## src/rtl/vga_timing_gen.sv

```systemverilog
// Two-axis VGA timing generator: pixel/line counters with registered
// sync, active-video, coordinates and line/frame start strobes.
module vga_timing_gen #(
  parameter int H_VISIBLE = 800,
  parameter int H_FRONT   = 56,
  parameter int H_SYNC    = 120,
  parameter int H_BACK    = 64,
  parameter int V_VISIBLE = 600,
  parameter int V_FRONT   = 37,
  parameter int V_SYNC    = 6,
  parameter int V_BACK    = 23,
  parameter bit HS_POL    = 1'b1,
  parameter bit VS_POL    = 1'b1,
  parameter int CW        = 12
) (
  input  logic          ck,
  input  logic          reset,
  input  logic          en,
  output logic [CW-1:0] x,
  output logic [CW-1:0] y,
  output logic          active,
  output logic          hsync,
  output logic          vsync,
  output logic          line_start,
  output logic          frame_start
);

  localparam int H_TOTAL = H_VISIBLE + H_FRONT + H_SYNC + H_BACK;
  localparam int V_TOTAL = V_VISIBLE + V_FRONT + V_SYNC + V_BACK;

  localparam logic [CW-1:0] H_LAST = CW'(H_TOTAL - 1);
  localparam logic [CW-1:0] V_LAST = CW'(V_TOTAL - 1);
  localparam logic [CW-1:0] H_VIS  = CW'(H_VISIBLE);
  localparam logic [CW-1:0] V_VIS  = CW'(V_VISIBLE);
  localparam logic [CW-1:0] H_SS   = CW'(H_VISIBLE + H_FRONT);
  localparam logic [CW-1:0] H_SE   = CW'(H_VISIBLE + H_FRONT + H_SYNC);
  localparam logic [CW-1:0] V_SS   = CW'(V_VISIBLE + V_FRONT);
  localparam logic [CW-1:0] V_SE   = CW'(V_VISIBLE + V_FRONT + V_SYNC);

  logic [CW-1:0] r_h;
  logic [CW-1:0] r_v;

  logic [CW-1:0] w_h_nxt;
  logic [CW-1:0] w_v_nxt;
  logic          w_h_wrap;
  logic          w_v_wrap;
  logic          w_h_vis;
  logic          w_v_vis;
  logic          w_hs_on;
  logic          w_vs_on;

  assign w_h_wrap = (r_h == H_LAST);
  assign w_v_wrap = (r_v == V_LAST);
  assign w_h_nxt  = w_h_wrap ? '0 : r_h + CW'(1);
  assign w_v_nxt  = !w_h_wrap ? r_v
                  : (w_v_wrap ? '0 : r_v + CW'(1));

  // Outputs are decoded from the next counter state so they land
  // on the same edge as the counters themselves.
  assign w_h_vis = (w_h_nxt < H_VIS);
  assign w_v_vis = (w_v_nxt < V_VIS);
  assign w_hs_on = (w_h_nxt >= H_SS) && (w_h_nxt < H_SE);
  assign w_vs_on = (w_v_nxt >= V_SS) && (w_v_nxt < V_SE);

  always_ff @(posedge ck or posedge reset) begin
    if (reset) begin
      r_h         <= H_LAST;
      r_v         <= V_LAST;
      x           <= '0;
      y           <= '0;
      active      <= 1'b0;
      hsync       <= ~HS_POL;
      vsync       <= ~VS_POL;
      line_start  <= 1'b0;
      frame_start <= 1'b0;
    end else if (en) begin
      r_h         <= w_h_nxt;
      r_v         <= w_v_nxt;
      x           <= (w_h_vis && w_v_vis) ? w_h_nxt : '0;
      y           <= w_v_vis ? w_v_nxt : '0;
      active      <= w_h_vis && w_v_vis;
      hsync       <= w_hs_on ? HS_POL : ~HS_POL;
      vsync       <= w_vs_on ? VS_POL : ~VS_POL;
      line_start  <= (w_h_nxt == '0);
      frame_start <= (w_h_nxt == '0) && (w_v_nxt == '0);
    end else begin
      line_start  <= 1'b0;
      frame_start <= 1'b0;
    end
  end

endmodule

```

## config.mk

```make
export PLATFORM = sky130hd
export DESIGN_NAME = vga_timing_gen
export DESIGN_NICKNAME = d
export VERILOG_FILES = /design/src/rtl/vga_timing_gen.sv
export SDC_FILE = /design/constraint.sdc
export NUM_CORES = 1
export LEC_CHECK = 0
export BUFFER_PORTS_ARGS = -buffer_cell sky130_fd_sc_hd__buf_2
export CELL_PAD_IN_SITES_DETAIL_PLACEMENT = 0
export CELL_PAD_IN_SITES_GLOBAL_PLACEMENT = 1
export CORE_MARGIN = 4
export CORE_UTILIZATION = 45
export CTS_CLUSTER_DIAMETER = 50
export DETAILED_ROUTE_END_ITERATION = 10
export PLACE_DENSITY_LB_ADDON = 0.25
export SLEW_MARGIN = 20
export SYNTH_ARGS = -nofsm -noshare
export SYNTH_HDL_FRONTEND = slang
export SYNTH_SLANG_ARGS = --single-unit
```

## constraint.sdc

```tcl
create_clock -name ck -period 3.7 [get_ports ck]
set_input_delay 0.185 -clock ck [delete_from_list [all_inputs] [get_ports ck]]
set_output_delay 0.185 -clock ck [all_outputs]
set_load 0.03 [all_outputs]
```

==> metrics.log, run 1 <==
[metrics] placed cell count: 432
[metrics] post-route clock skew: 0.0128 ns
[metrics] endpoint type of the worst setup path: flip-flop
[metrics] Filler Cell Count: 607
[metrics] Post-Synthesis Net Count: 346
[metrics] endpoint required time on the critical path: 3.92 ns
[metrics] number of standard cells in the layout, taps in and fillers out: 440
[metrics] critical register-to-register path startpoint: r_h[0]$_DFFE_PP1P_
[metrics] Overflow after GRT: 0
[metrics] clock latency of the later-clocked register in the worst-skew pair: 0.31 ns
[metrics] number of synthesized register bits: 53
[metrics] Vias/cell: 5.76
[metrics] kind of launch point of the worst setup path: flip-flop
[metrics] Post-Synth Simple-Gate Area: 20.2%
[metrics] combinational share of power: 25.4%
[metrics] synthesized netlist cell count: 340
[metrics] Avg WL per Cell: 16.7 um
[metrics] compound-cell area share of the yosys netlist: 18.0%
[metrics] most repeated cell in the gate-level netlist after synthesis: dfrtp_1
[metrics] register area share after synthesis: 43.5%
[metrics] slew at the pin closest to its max-slew limit: 0.710 ns
[metrics] maximum number of buffers from clock root to sink: 2
[metrics] outcome: complete, no violations
[metrics] post-layout min period: 3.32 ns
[metrics] final setup fails: 0
[metrics] die boundary width: 90.7 um
[metrics] power share of the clock group: 28.4%
[metrics] wirelength, routed: 7330 um
[metrics] Total Die Area: 0.00823 mm^2
[metrics] proportion of layout cells with a drive suffix above 1: 21.5%
[metrics] switching component of the power: 0.576 mW
[metrics] antenna-violating nets left: 0
[metrics] internal power: 1.12 mW
[metrics] number of search-and-repair iterations in the first detailed-routing pass: 4
[metrics] setup repair after global routing missed its margin: false
[metrics] post-CTS setup buffer count: 0
[metrics] fraction of the mapped netlist area in adder cells: 1.22%
[metrics] cell types occupying the most area after synthesis: dfrtp_1 35%, dfstp_2 8.5%, xnor2_1 5.1%
[metrics] Initial Util: 47.4%
[metrics] sequential power share: 46.2%
[metrics] area share of the leading cell type in the synthesized netlist: 34.9%
[metrics] Crit path arrival time: 3.54 ns
[metrics] Cell Area, Synth: 0.00308 mm^2
[metrics] weighted congestion at the end of routability-driven global placement: 0.883
[metrics] Global Route Usage Sum: 18.5%
[metrics] via count of the first global-routing pass: 2467
[metrics] hpwl dp: 5140 um
[metrics] vertical die dimension: 90.7 um
[metrics] # Max-Cap Violations: 0
[metrics] depth of the CTS H-tree: 2
[metrics] I/O pin cnt: 32
[metrics] post-CTS clock slew at the launch and capture registers of the worst setup and hold paths: 0.11 ns
[metrics] power density of the placed cells: 492 mW/mm^2
[metrics] final max-slew violation count: 0
[metrics] NumNets Final: 368
[metrics] Max-slew headroom: 52.2%
[metrics] average cell area after synthesis: 9.06 um^2
[metrics] area growth from synthesis to layout: 11.7%
[metrics] Most used DFF post-synth: dfrtp_1
[metrics] Worst Path Max Fanout: 15
[metrics] number of antenna repair diodes: 0
[metrics] net switching share of the total power: 34.0%
[metrics] clock tree from TritonCTS: built
[metrics] share of cell area taken by muxes after synthesis: 2.52%
[metrics] Num CTS Buffers: 5
[metrics] peak supply drop: 0.348 mV
[metrics] Post-Place Worst Slack: 0.249 ns
[metrics] post-route worst setup slack: 0.382 ns
[metrics] warnings from Yosys: 0
[metrics] crit path launch: r_h[0]$_DFFE_PP1P_
[metrics] antenna violations before repair: 0
[metrics] largest family of logic cells by synthesized area: simple AND/OR/NAND/NOR gates
[metrics] xor and xnor area share after synthesis: 7.40%
[metrics] Final TNS setup: 0 ns
[metrics] core box area: 0.00649 mm^2
[metrics] PortBufs: 31
[metrics] number of enable-type register cells in the synthesized netlist: 0
[metrics] start-to-end type of the worst setup path: reg2reg
[metrics] post-layout total power: 1.69 mW
[metrics] cell type with the highest aggregate area in the netlist: dfrtp_1
[metrics] maximum clock frequency: 0.301 GHz
[metrics] Tcrit/Tclk final: 89.7%
[metrics] global-route wire length before repair: 12600 um
[metrics] maximum number of pins on one net before global-route repair: 54
[metrics] clock root cell: clkbuf_8
[metrics] DR iter-0 viols: 151
[metrics] Hold Vio Cnt, Final: 0
[metrics] Post-synth top cells: 43 x dfrtp_1, 30 x inv_1, 29 x nand2_1, 21 x clkbuf_1, 21 x o22ai_1
[metrics] Clock Sinks: 53
[metrics] worst min-delay path category: in2async
[metrics] standard-cell row count: 29
[metrics] count of different cell masters after synthesis: 55
[metrics] Residual DRC: 0
[metrics] share of synthesized flip-flops with an asynchronous set or reset: 100%
[metrics] final worst hold slack: 0.0257 ns
[metrics] Leakage Power: 1.45 nW
[metrics] number of vias after detailed routing: 2533
## layout make-up
cell class              count  area, um^2  share of cell area (%)
multi-input cells         231        1520                    44.3
inverters                  30         113                    3.27
flip-flops and latches     53        1340                    38.9
repair buffers             41         230                    6.69
well taps                  77        96.3                    2.80
clock buffers               5        68.8                    2.00
clock inverters             3        68.8                    2.00
## cells in the final DEF (no fill, tap or decap), types with 2 or more instances in the layout
cell       instances
inv_1             29
dfrtp_1           43
nor2b_1            6
clkbuf_8           5
o22ai_1           21
xor2_1             8
a21boi_0           2
a21oi_1           10
buf_4             10
o31ai_1            5
o21ai_0           17
a211oi_1           2
a31oi_1            9
nor4b_1            3
a31o_2             2
nor3b_1            3
ha_1               3
nand4_1            7
or4_1              2
nand2_1           29
nor2_1            16
or3_1              6
xnor2_1           18
nor3_1            10
buf_2             31
mux2_2             6
bufinv_16          2
nor4_2             2
nor4_1             3
nand3_1           16
dfstp_2           10
## logic make-up (layout without fill, tap and decap cells)
| logic type | Yosys count | count (layout) |
|---|---|---|
| and+or+nand+nor | 114 | 114 |
| AOI/OAI and AO/OA | 81 | 81 |
| buffers and inverters | 56 | 79 |
| DFF | 53 | 53 |
| xor gates and xnor gates | 26 | 26 |
| muxes | 7 | 7 |
| adders and majority gates | 3 | 3 |
## routing by layer
metal  global-route usage (%)  vias to the layer above  part of all wire [%]
met5                        0                        -                     0
met1                     25.4                     1226                    47
met3                     3.25                        4                   3.5
met4                     4.97                        0                  0.61
li1                         -                     1249                     -
met2                     30.1                       54                    49
## critical path, cell delays in order (launching register included)
cell      delay (ns)
dfstp_2         0.59
ha_1            0.26
nand3_1         0.28
or4_1           0.76
o311ai_4        0.38
o31ai_1         0.16
o31ai_4         0.34
nand4_2         0.25
o22ai_1         0.21
## power by group through the flow
stage | logic (mW) | clock network [mW] | registers (mW)
6_report | 0.429 | 0.481 | 0.783
5_1_grt | 0.479 | 0.513 | 0.800
4_1_cts | 0.432 | 0.493 | 0.780
3_5_place_dp | 0.431 | 0 | 0.788
3_3_place_gp | 0.428 | 0 | 0.788
2_1_floorplan | 0.278 | 0 | 0.830
## per-stage QoR
stage | util (%) | instance area, um^2
finish | 53.0 | 3440
global route | 53.0 | 3440
CTS | 52.9 | 3430
detailed placement | 50.7 | 3300
global placement | 50.7 | 3300
floorplan | - | 3080
## path summary, 6_finish.rpt
check	to	slack [ns]	depth (start not counted)
max	x[6]$_DFFE_PP0P_	0.38	8
min	r_v[8]$_DFFE_PP0P_	0.03	3
max reg2reg	x[6]$_DFFE_PP0P_	0.38	8
min reg2reg	x[11]$_DFFE_PP0P_	0.51	1
max in group asynchronous	y[3]$_DFFE_PP0P_	3.22	3
min in group ck	r_h[10]$_DFFE_PP1P_	0.40	3
## registers in the layout, summed over array words and instances, names as in the netlist
register	flops
r_h	12
active	1
vsync	1
line_start	1
hsync	1
frame_start	1
r_v	12
x	12
y	12
## what timing repair did
item,CTS,global route
hold endpoints to repair,0,0
hold buffers,0,0
resized for setup,0,1
setup endpoints to repair,0,8
No activity file was read; power rests on OpenSTA's default activity.
==> run 2: changes to the inputs <==
- ABC_AREA: not set -> 1
- CORE_UTILIZATION: 45 -> 43
==> metrics.log, run 2 <==
[metrics] synthesized netlist cell count: 431 (+27%)
[metrics] most common library cell in the layout ignoring fill and taps: nand2_1
[metrics] post-CTS clock slew at the launch and capture registers of the worst setup and hold paths: 0.11 ns (about the same)
[metrics] die boundary width: 94.1 um (+3.7%)
[metrics] share of synthesized flip-flops with an asynchronous set or reset: 100% (unchanged)
[metrics] weighted congestion at the end of routability-driven global placement: 0.851 (-3.6%)
[metrics] Post-Synthesis Net Count: 437 (+26%)
[metrics] count of different cell masters after synthesis: 37 (-33%)
[metrics] Initial Util: 44.2% (-3.2 points)
[metrics] DR iter-0 viols: 138 (-8.6%)
[metrics] post-layout total power: 1.82 mW (+7.6%)
[metrics] FF/Latch Area: 0.00134 mm^2 (unchanged)
[metrics] antenna-violating nets left: 0 (unchanged)
[metrics] final max-slew violation count: 0 (unchanged)
[metrics] Filler Cell Count: 764 (+26%)
[metrics] Vias/cell: 5.06 (-12%)
[metrics] maximum number of pins on one net before global-route repair: 44 (-19%)
[metrics] post-CTS setup buffer count: 0 (unchanged)
[metrics] slowest stage cell, crit path: dfstp_2
[metrics] Crit path arrival time: 2.68 ns (-0.86 ns)
[metrics] standard-cell row count: 31 (+6.9%)
[metrics] number of standard cells in the layout, taps in and fillers out: 560 (+27%)
[metrics] start-to-end type of the worst setup path: reg2reg
[metrics] register area share after synthesis: 42.0% (-1.5 points)
[metrics] cells along the critical path: ha_1 > nand3_4 > nor2_8 > nand2_2 > o21ai_1 > nand2_1 > nand2_1 > clkinv_2 > nand2_4 > o21ai_1
[metrics] cell type with the highest aggregate area in the netlist: dfrtp_1
[metrics] core box area: 0.00721 mm^2 (+11%)
[metrics] clock root cell: clkbuf_8
[metrics] final setup fails: 0 (unchanged)
[metrics] Max-slew headroom: 70.3% (+18 points)
[metrics] # Max-Cap Violations: 0 (unchanged)
[metrics] antenna violations before repair: 0 (unchanged)
[metrics] vertical die dimension: 94.1 um (+3.7%)
[metrics] via count of the first global-routing pass: 2681 (+8.7%)
[metrics] worst min-delay path category: in2reg
[metrics] Overflow after GRT: 0 (unchanged)
[metrics] endpoint required time on the critical path: 3.90 ns (-0.02 ns)
[metrics] Worst Path Max Fanout: 12 (-3)
[metrics] maximum clock frequency: 0.404 GHz (+34%)
[metrics] Post-Place Worst Slack: 1.25 ns (+0.999 ns)
[metrics] placed cell count: 551 (+28%)
[metrics] endpoint type of the worst setup path: flip-flop
[metrics] Largest stage delay, worst path: 0.58 ns (-0.18 ns)
[metrics] average cell area after synthesis: 7.39 um^2 (-18%)
[metrics] clock tree from TritonCTS: built
[metrics] number of search-and-repair iterations in the first detailed-routing pass: 4 (unchanged)
[metrics] multi-input combinational cell area: 0.00158 mm^2 (+3.6%)
[metrics] Num CTS Buffers: 5 (unchanged)
[metrics] I/O pin cnt: 32 (unchanged)
[metrics] post-layout min period: 2.48 ns (-0.840 ns)
[metrics] setup repair after global routing missed its margin: false
[metrics] number of enable-type register cells in the synthesized netlist: 0 (unchanged)
[metrics] hpwl dp: 5850 um (+14%)
[metrics] final worst hold slack: 0.395 ns (+0.369 ns)
[metrics] Residual DRC: 0 (unchanged)
[metrics] post-route clock skew: 0.0180 ns (+0.00526 ns)
[metrics] Total Die Area: 0.00885 mm^2 (+7.6%)
[metrics] kind of launch point of the worst setup path: flip-flop
[metrics] post-route worst setup slack: 1.22 ns (+0.840 ns)
[metrics] outcome: complete, no violations
[metrics] slew at the pin closest to its max-slew limit: 0.444 ns (-0.266 ns)
[metrics] depth of the CTS H-tree: 2 (unchanged)
[metrics] clock latency of the later-clocked register in the worst-skew pair: 0.32 ns (about the same)
[metrics] area growth from synthesis to layout: 10.2%
[metrics] wirelength, routed: 7720 um (+5.4%)
[metrics] Hold Vio Cnt, Final: 0 (unchanged)
[metrics] Clock Sinks: 53 (unchanged)
[metrics] Global Route Usage Sum: 19.2% (+0.69 points)
[metrics] most repeated cell in the gate-level netlist after synthesis: nand2_1
[metrics] number of vias after detailed routing: 2832 (+12%)
[metrics] PortBufs: 31 (unchanged)
[metrics] proportion of layout cells with a drive suffix above 1: 18.2% (-3.3 points)
[metrics] Tcrit/Tclk final: 67.0% (-23 points)
[metrics] warnings from Yosys: 0 (unchanged)
[metrics] Post-synth top cells: 134 x nand2_1, 43 x dfrtp_1, 43 x inv_1, 42 x nor2_1, 33 x nand3_1
[metrics] NumNets Final: 466 (+27%)
[metrics] Leakage Power: 1.78 nW (+23%)
[metrics] Avg WL per Cell: 13.8 um (-17%)
[metrics] cell types occupying the most area after synthesis: dfrtp_1 34%, nand2_1 16%, dfstp_2 8.2%
[metrics] Cell Area, Synth: 0.00319 mm^2 (+3.5%)
[metrics] number of antenna repair diodes: 0 (unchanged)
[metrics] area share of the leading cell type in the synthesized netlist: 33.8% (-1.2 points)
[metrics] maximum number of buffers from clock root to sink: 2 (unchanged)
[metrics] power density of the placed cells: 519 mW/mm^2 (+5.4%)
[metrics] global-route wire length before repair: 13300 um (+5.8%)
[metrics] Most used DFF post-synth: dfrtp_1
[metrics] leading cell types in the layout, fill and taps excluded: 134 x nand2_1, 43 x dfrtp_1, 42 x nor2_1, 42 x inv_1, 33 x nand3_1
[metrics] Final TNS setup: 0 ns (unchanged)
[metrics] peak supply drop: 0.261 mV (-25%)
[metrics] number of synthesized register bits: 53 (unchanged)
[run 2: critical path, delay by kind of cell, from the launching register on]
kind            cells  cell delay, ns
simple gates        6            0.87
compound gates      2            0.44
buf+inv             1            0.17
flops               1            0.58
fa+ha+maj           1            0.30
[run 2: power by group]
part           switching [mW]  internal [mW]  total (mW)
combinational           0.461          0.194       0.655
clock                   0.209          0.137       0.346
sequential              0.115          0.705       0.820
total                   0.786           1.04        1.82
[run 2: final timing paths]
| check | cells after the start | slack [ns] | end | from |
|---|---|---|---|---|
| max | 10 | 1.22 | y[4]$_DFFE_PP0P_ | r_h[0]$_DFFE_PP1P_ |
| min | 4 | 0.39 | r_h[1]$_DFFE_PP1P_ | en |
| max reg2reg | 10 | 1.22 | y[4]$_DFFE_PP0P_ | r_h[0]$_DFFE_PP1P_ |
| min reg2reg | 2 | 0.49 | r_h[1]$_DFFE_PP1P_ | r_h[1]$_DFFE_PP1P_ |
| max in group asynchronous | 4 | 2.48 | r_v[3]$_DFFE_PP1P_ | reset |
| min in group asynchronous | 3 | 0.40 | vsync$_DFFE_PP0P_ | reset |
[run 2: layer usage]
metal | vias to the layer above | GRT usage [%] | wire length (um)
li1 | 1447 | - | -
met1 | 1307 | 28.0 | 3960
met4 | 0 | 5.42 | 103
met2 | 69 | 29.0 | 3320
met3 | 9 | 3.61 | 342
met5 | - | 0 | 0
[run 2: logic make-up (layout without fill, tap and decap cells)]
logic type | after synthesis | count (layout) | synth area share (%)
simple gates | 264 | 264 | 39.6
buf+inv | 63 | 93 | 8.44
flops | 53 | 53 | 42.0
compound gates | 45 | 45 | 7.93
fa+ha+maj | 3 | 3 | 1.18
xor+xnor | 3 | 3 | 0.825
[run 2: final cells by class]
type / instances / area share [%]
sequential: 53 / 38.1
multi-input combinational: 315 / 45.0
inverter: 50 / 5.38
tap: 99 / 3.53
timing repair buffer: 35 / 5.34
clock inverter: 3 / 0.713
clock buffer: 5 / 1.96
[run 2: timing repair]
item / 4_1_cts / 5_1_grt
hold buffers: 1 / 0
hold endpoints to repair: 17 / 0
resized for setup: 0 / 0
[run 2: per-stage QoR]
stage                     util, %  cell area (um^2)
after floorplan                 -              3190
after global placement       47.2              3410
after detailed placement     47.2              3410
after CTS                    48.7              3510
after global routing         48.7              3510
final                        48.7              3510
==> run 3: changes to the inputs <==
- clock period: 3.7 -> 2.52 ns (I/O delays scaled with it)
==> metrics.log, run 3 (synthesized netlist as in run 2, its figures left out) <==
[metrics] global-route wire length before repair: 12800 um (-3.5%)
[metrics] proportion of layout cells with a drive suffix above 1: 19.2% (+1.0 points)
[metrics] NumNets Final: 468 (+0.43%)
[metrics] antenna-violating nets left: 0 (unchanged)
[metrics] post-layout min period: 2.32 ns (-0.155 ns)
[metrics] Max-slew headroom: 54.5% (-16 points)
[metrics] number of antenna repair diodes: 0 (unchanged)
[metrics] area growth from synthesis to layout: 11.1%
[metrics] post-layout total power: 2.69 mW (+48%)
[metrics] depth of the CTS H-tree: 2 (unchanged)
[metrics] Final TNS setup: 0 ns (unchanged)
[metrics] PortBufs: 31 (unchanged)
[metrics] most common library cell in the layout ignoring fill and taps: nand2_1
[metrics] maximum number of buffers from clock root to sink: 2 (unchanged)
[metrics] endpoint type of the worst setup path: flip-flop
[metrics] DR iter-0 viols: 108 (-22%)
[metrics] final max-slew violation count: 0 (unchanged)
[metrics] internal power: 1.54 mW (+48%)
[metrics] start-to-end type of the worst setup path: reg2reg
[metrics] Global Route Usage Sum: 18.4% (-0.80 points)
[metrics] I/O pin cnt: 32 (unchanged)
[metrics] endpoint required time on the critical path: 2.77 ns (-1.13 ns)
[metrics] weighted congestion at the end of routability-driven global placement: 0.848 (-0.43%)
[metrics] Leakage Power: 1.79 nW (+0.73%)
[metrics] kind of launch point of the worst setup path: flip-flop
[metrics] slew at the pin closest to its max-slew limit: 0.683 ns (+0.239 ns)
[metrics] Num CTS Buffers: 5 (unchanged)
[metrics] post-route clock skew: 0.0157 ns (-0.00234 ns)
[metrics] slowest stage cell, crit path: dfstp_2
[metrics] Avg WL per Cell: 13.6 um (-1.1%)
[metrics] power density of the placed cells: 760 mW/mm^2 (+47%)
[metrics] combinational share of power: 35.9% (about the same)
[metrics] clock tree from TritonCTS: built
[metrics] maximum clock frequency: 0.430 GHz (+6.7%)
[metrics] wirelength, routed: 7670 um (-0.71%)
[metrics] final worst hold slack: -0.0133 ns (-0.408 ns)
[metrics] maximum number of pins on one net before global-route repair: 54 (+23%)
[metrics] outcome: finished with violations
[metrics] leading cell types in the layout, fill and taps excluded: 134 x nand2_1, 43 x dfrtp_1, 42 x nor2_1, 42 x inv_1, 33 x nand3_1
[metrics] clock root cell: clkbuf_8
[metrics] Overflow after GRT: 0 (unchanged)
[metrics] Residual DRC: 0 (unchanged)
[metrics] power share of the clock group: 19.1% (about the same)
[metrics] Worst Path Max Fanout: 6 (-6)
[metrics] depth of the worst register-to-register path: 12 (+2)
[metrics] # Max-Cap Violations: 0 (unchanged)
[metrics] Clock Sinks: 53 (unchanged)
[metrics] final setup fails: 0 (unchanged)
[metrics] standard-cell row count: 31 (unchanged)
[metrics] Initial Util: 44.2% (unchanged)
[metrics] core box area: 0.00721 mm^2 (unchanged)
[metrics] cells along the critical path: ha_4 > nand2_2 > nor2_2 > nand3_2 > nor2_8 > clkbuf_4 > nand2_1 > nand3_1 > nand2_1 > nor3_1 > nand3_1 > nor2_1
[metrics] Hold Vio Cnt, Final: 32 (+32)
[metrics] switching component of the power: 1.16 mW (+47%)
[metrics] vertical die dimension: 94.1 um (unchanged)
[metrics] clock latency of the later-clocked register in the worst-skew pair: 0.32 ns (about the same)
[metrics] Tcrit/Tclk final: 92.2% (+25 points)
[metrics] net switching share of the total power: 42.9% (-0.22 points)
[metrics] Largest stage delay, worst path: 0.61 ns (+0.03 ns)
[metrics] crit path buf inv count: 1 (unchanged)
[metrics] Crit path arrival time: 2.58 ns (-0.10 ns)
[metrics] Total Die Area: 0.00885 mm^2 (unchanged)
[metrics] number of vias after detailed routing: 2804 (-0.99%)
[metrics] sequential power share: 44.9% (about the same)
[metrics] peak supply drop: 0.451 mV (+73%)
[metrics] kind of cell with the highest combined delay on the critical path: simple AND/OR/NAND/NOR gates
[metrics] antenna violations before repair: 0 (unchanged)
[metrics] worst min-delay path category: in2async
[metrics] number of search-and-repair iterations in the first detailed-routing pass: 4 (unchanged)
[metrics] setup repair after global routing missed its margin: false
[metrics] die boundary width: 94.1 um (unchanged)
[metrics] via count of the first global-routing pass: 2567 (-4.3%)
[metrics] violated checks: hold timing
[metrics] post-CTS clock slew at the launch and capture registers of the worst setup and hold paths: 0.11 ns (about the same)
[metrics] Levels on crit path: 12 (+2)
[metrics] Vias/cell: 4.99 (-1.3%)
[metrics] hpwl dp: 5650 um (-3.3%)
-- run 3: cell types whose count changed in the layout (fill, tap and decap cells not counted), sizes merged --
cell         before  now
buf              34   36
clkinvlp          1    0
inv              49   51
clkbuf            5    6
dlygate4sd3       1    0
clkinv            3    2
-- run 3: what timing repair did --
item	CTS	global route
hold endpoints to repair	0	0
hold buffers	0	0
resized for setup	0	4
buffers inserted	0	2
setup endpoints to repair	0	18
-- run 3: path summary, 6_finish.rpt --
check                              startpoint                     to  slack, ns
max                        r_h[0]$_DFFE_PP1P_  frame_start$_DFF_PP0_       0.20
min                                     reset       x[6]$_DFFE_PP0P_      -0.01
max reg2reg                r_h[0]$_DFFE_PP1P_  frame_start$_DFF_PP0_       0.20
min reg2reg                  x[5]$_DFFE_PP0P_       x[5]$_DFFE_PP0P_       0.49
max in group asynchronous               reset      vsync$_DFFE_PP0P_       2.09
min in group ck                            en     r_h[1]$_DFFE_PP1P_       0.34
-- run 3: cell type report --
cell class              count  area [um^2]
clock inverters             3         26.3
inverters                  50          189
clock buffers               5         68.8
fillers                   783         3670
well taps                  99          124
repair buffers             37          200
multi-input cells         315         1590
flip-flops and latches     53         1340
-- run 3: power by group through the flow --
stage	clock network, mW	registers (mW)	logic (mW)
2_1_floorplan	0	1.32	0.633
3_3_place_gp	0	1.21	0.950
3_5_place_dp	0	1.21	0.959
4_1_cts	0.537	1.20	0.964
5_1_grt	0.574	1.24	1.08
6_report	0.515	1.21	0.968
-- run 3: routing by layer --
metal | global-route usage [%] | vias up | share of wire (%)
met5 | 0 | - | 0
met2 | 27.4 | 52 | 43
li1 | - | 1454 | -
met4 | 5.42 | 0 | 0.70
met1 | 27.5 | 1293 | 52
met3 | 2.80 | 5 | 4.0
-- run 3: worst min-delay path, delay by kind of cell --
kind,cells,cell delay [ns]
buffers and inverters,3,0.66
-- run 3: through the flow --
stage,area [um^2],utilization (%),setup WS (ns),cells,hold WS [ns]
after floorplan,3190,-,0.471,431,0.446
after global placement,3420,47.3,0.218,552,0.356
after detailed placement,3420,47.3,0.152,552,0.362
after CTS,3510,48.7,0.105,560,0.00777
after global routing,3540,49.1,0.00720,562,0.0479
final,3540,49.1,0.197,562,-0.0133
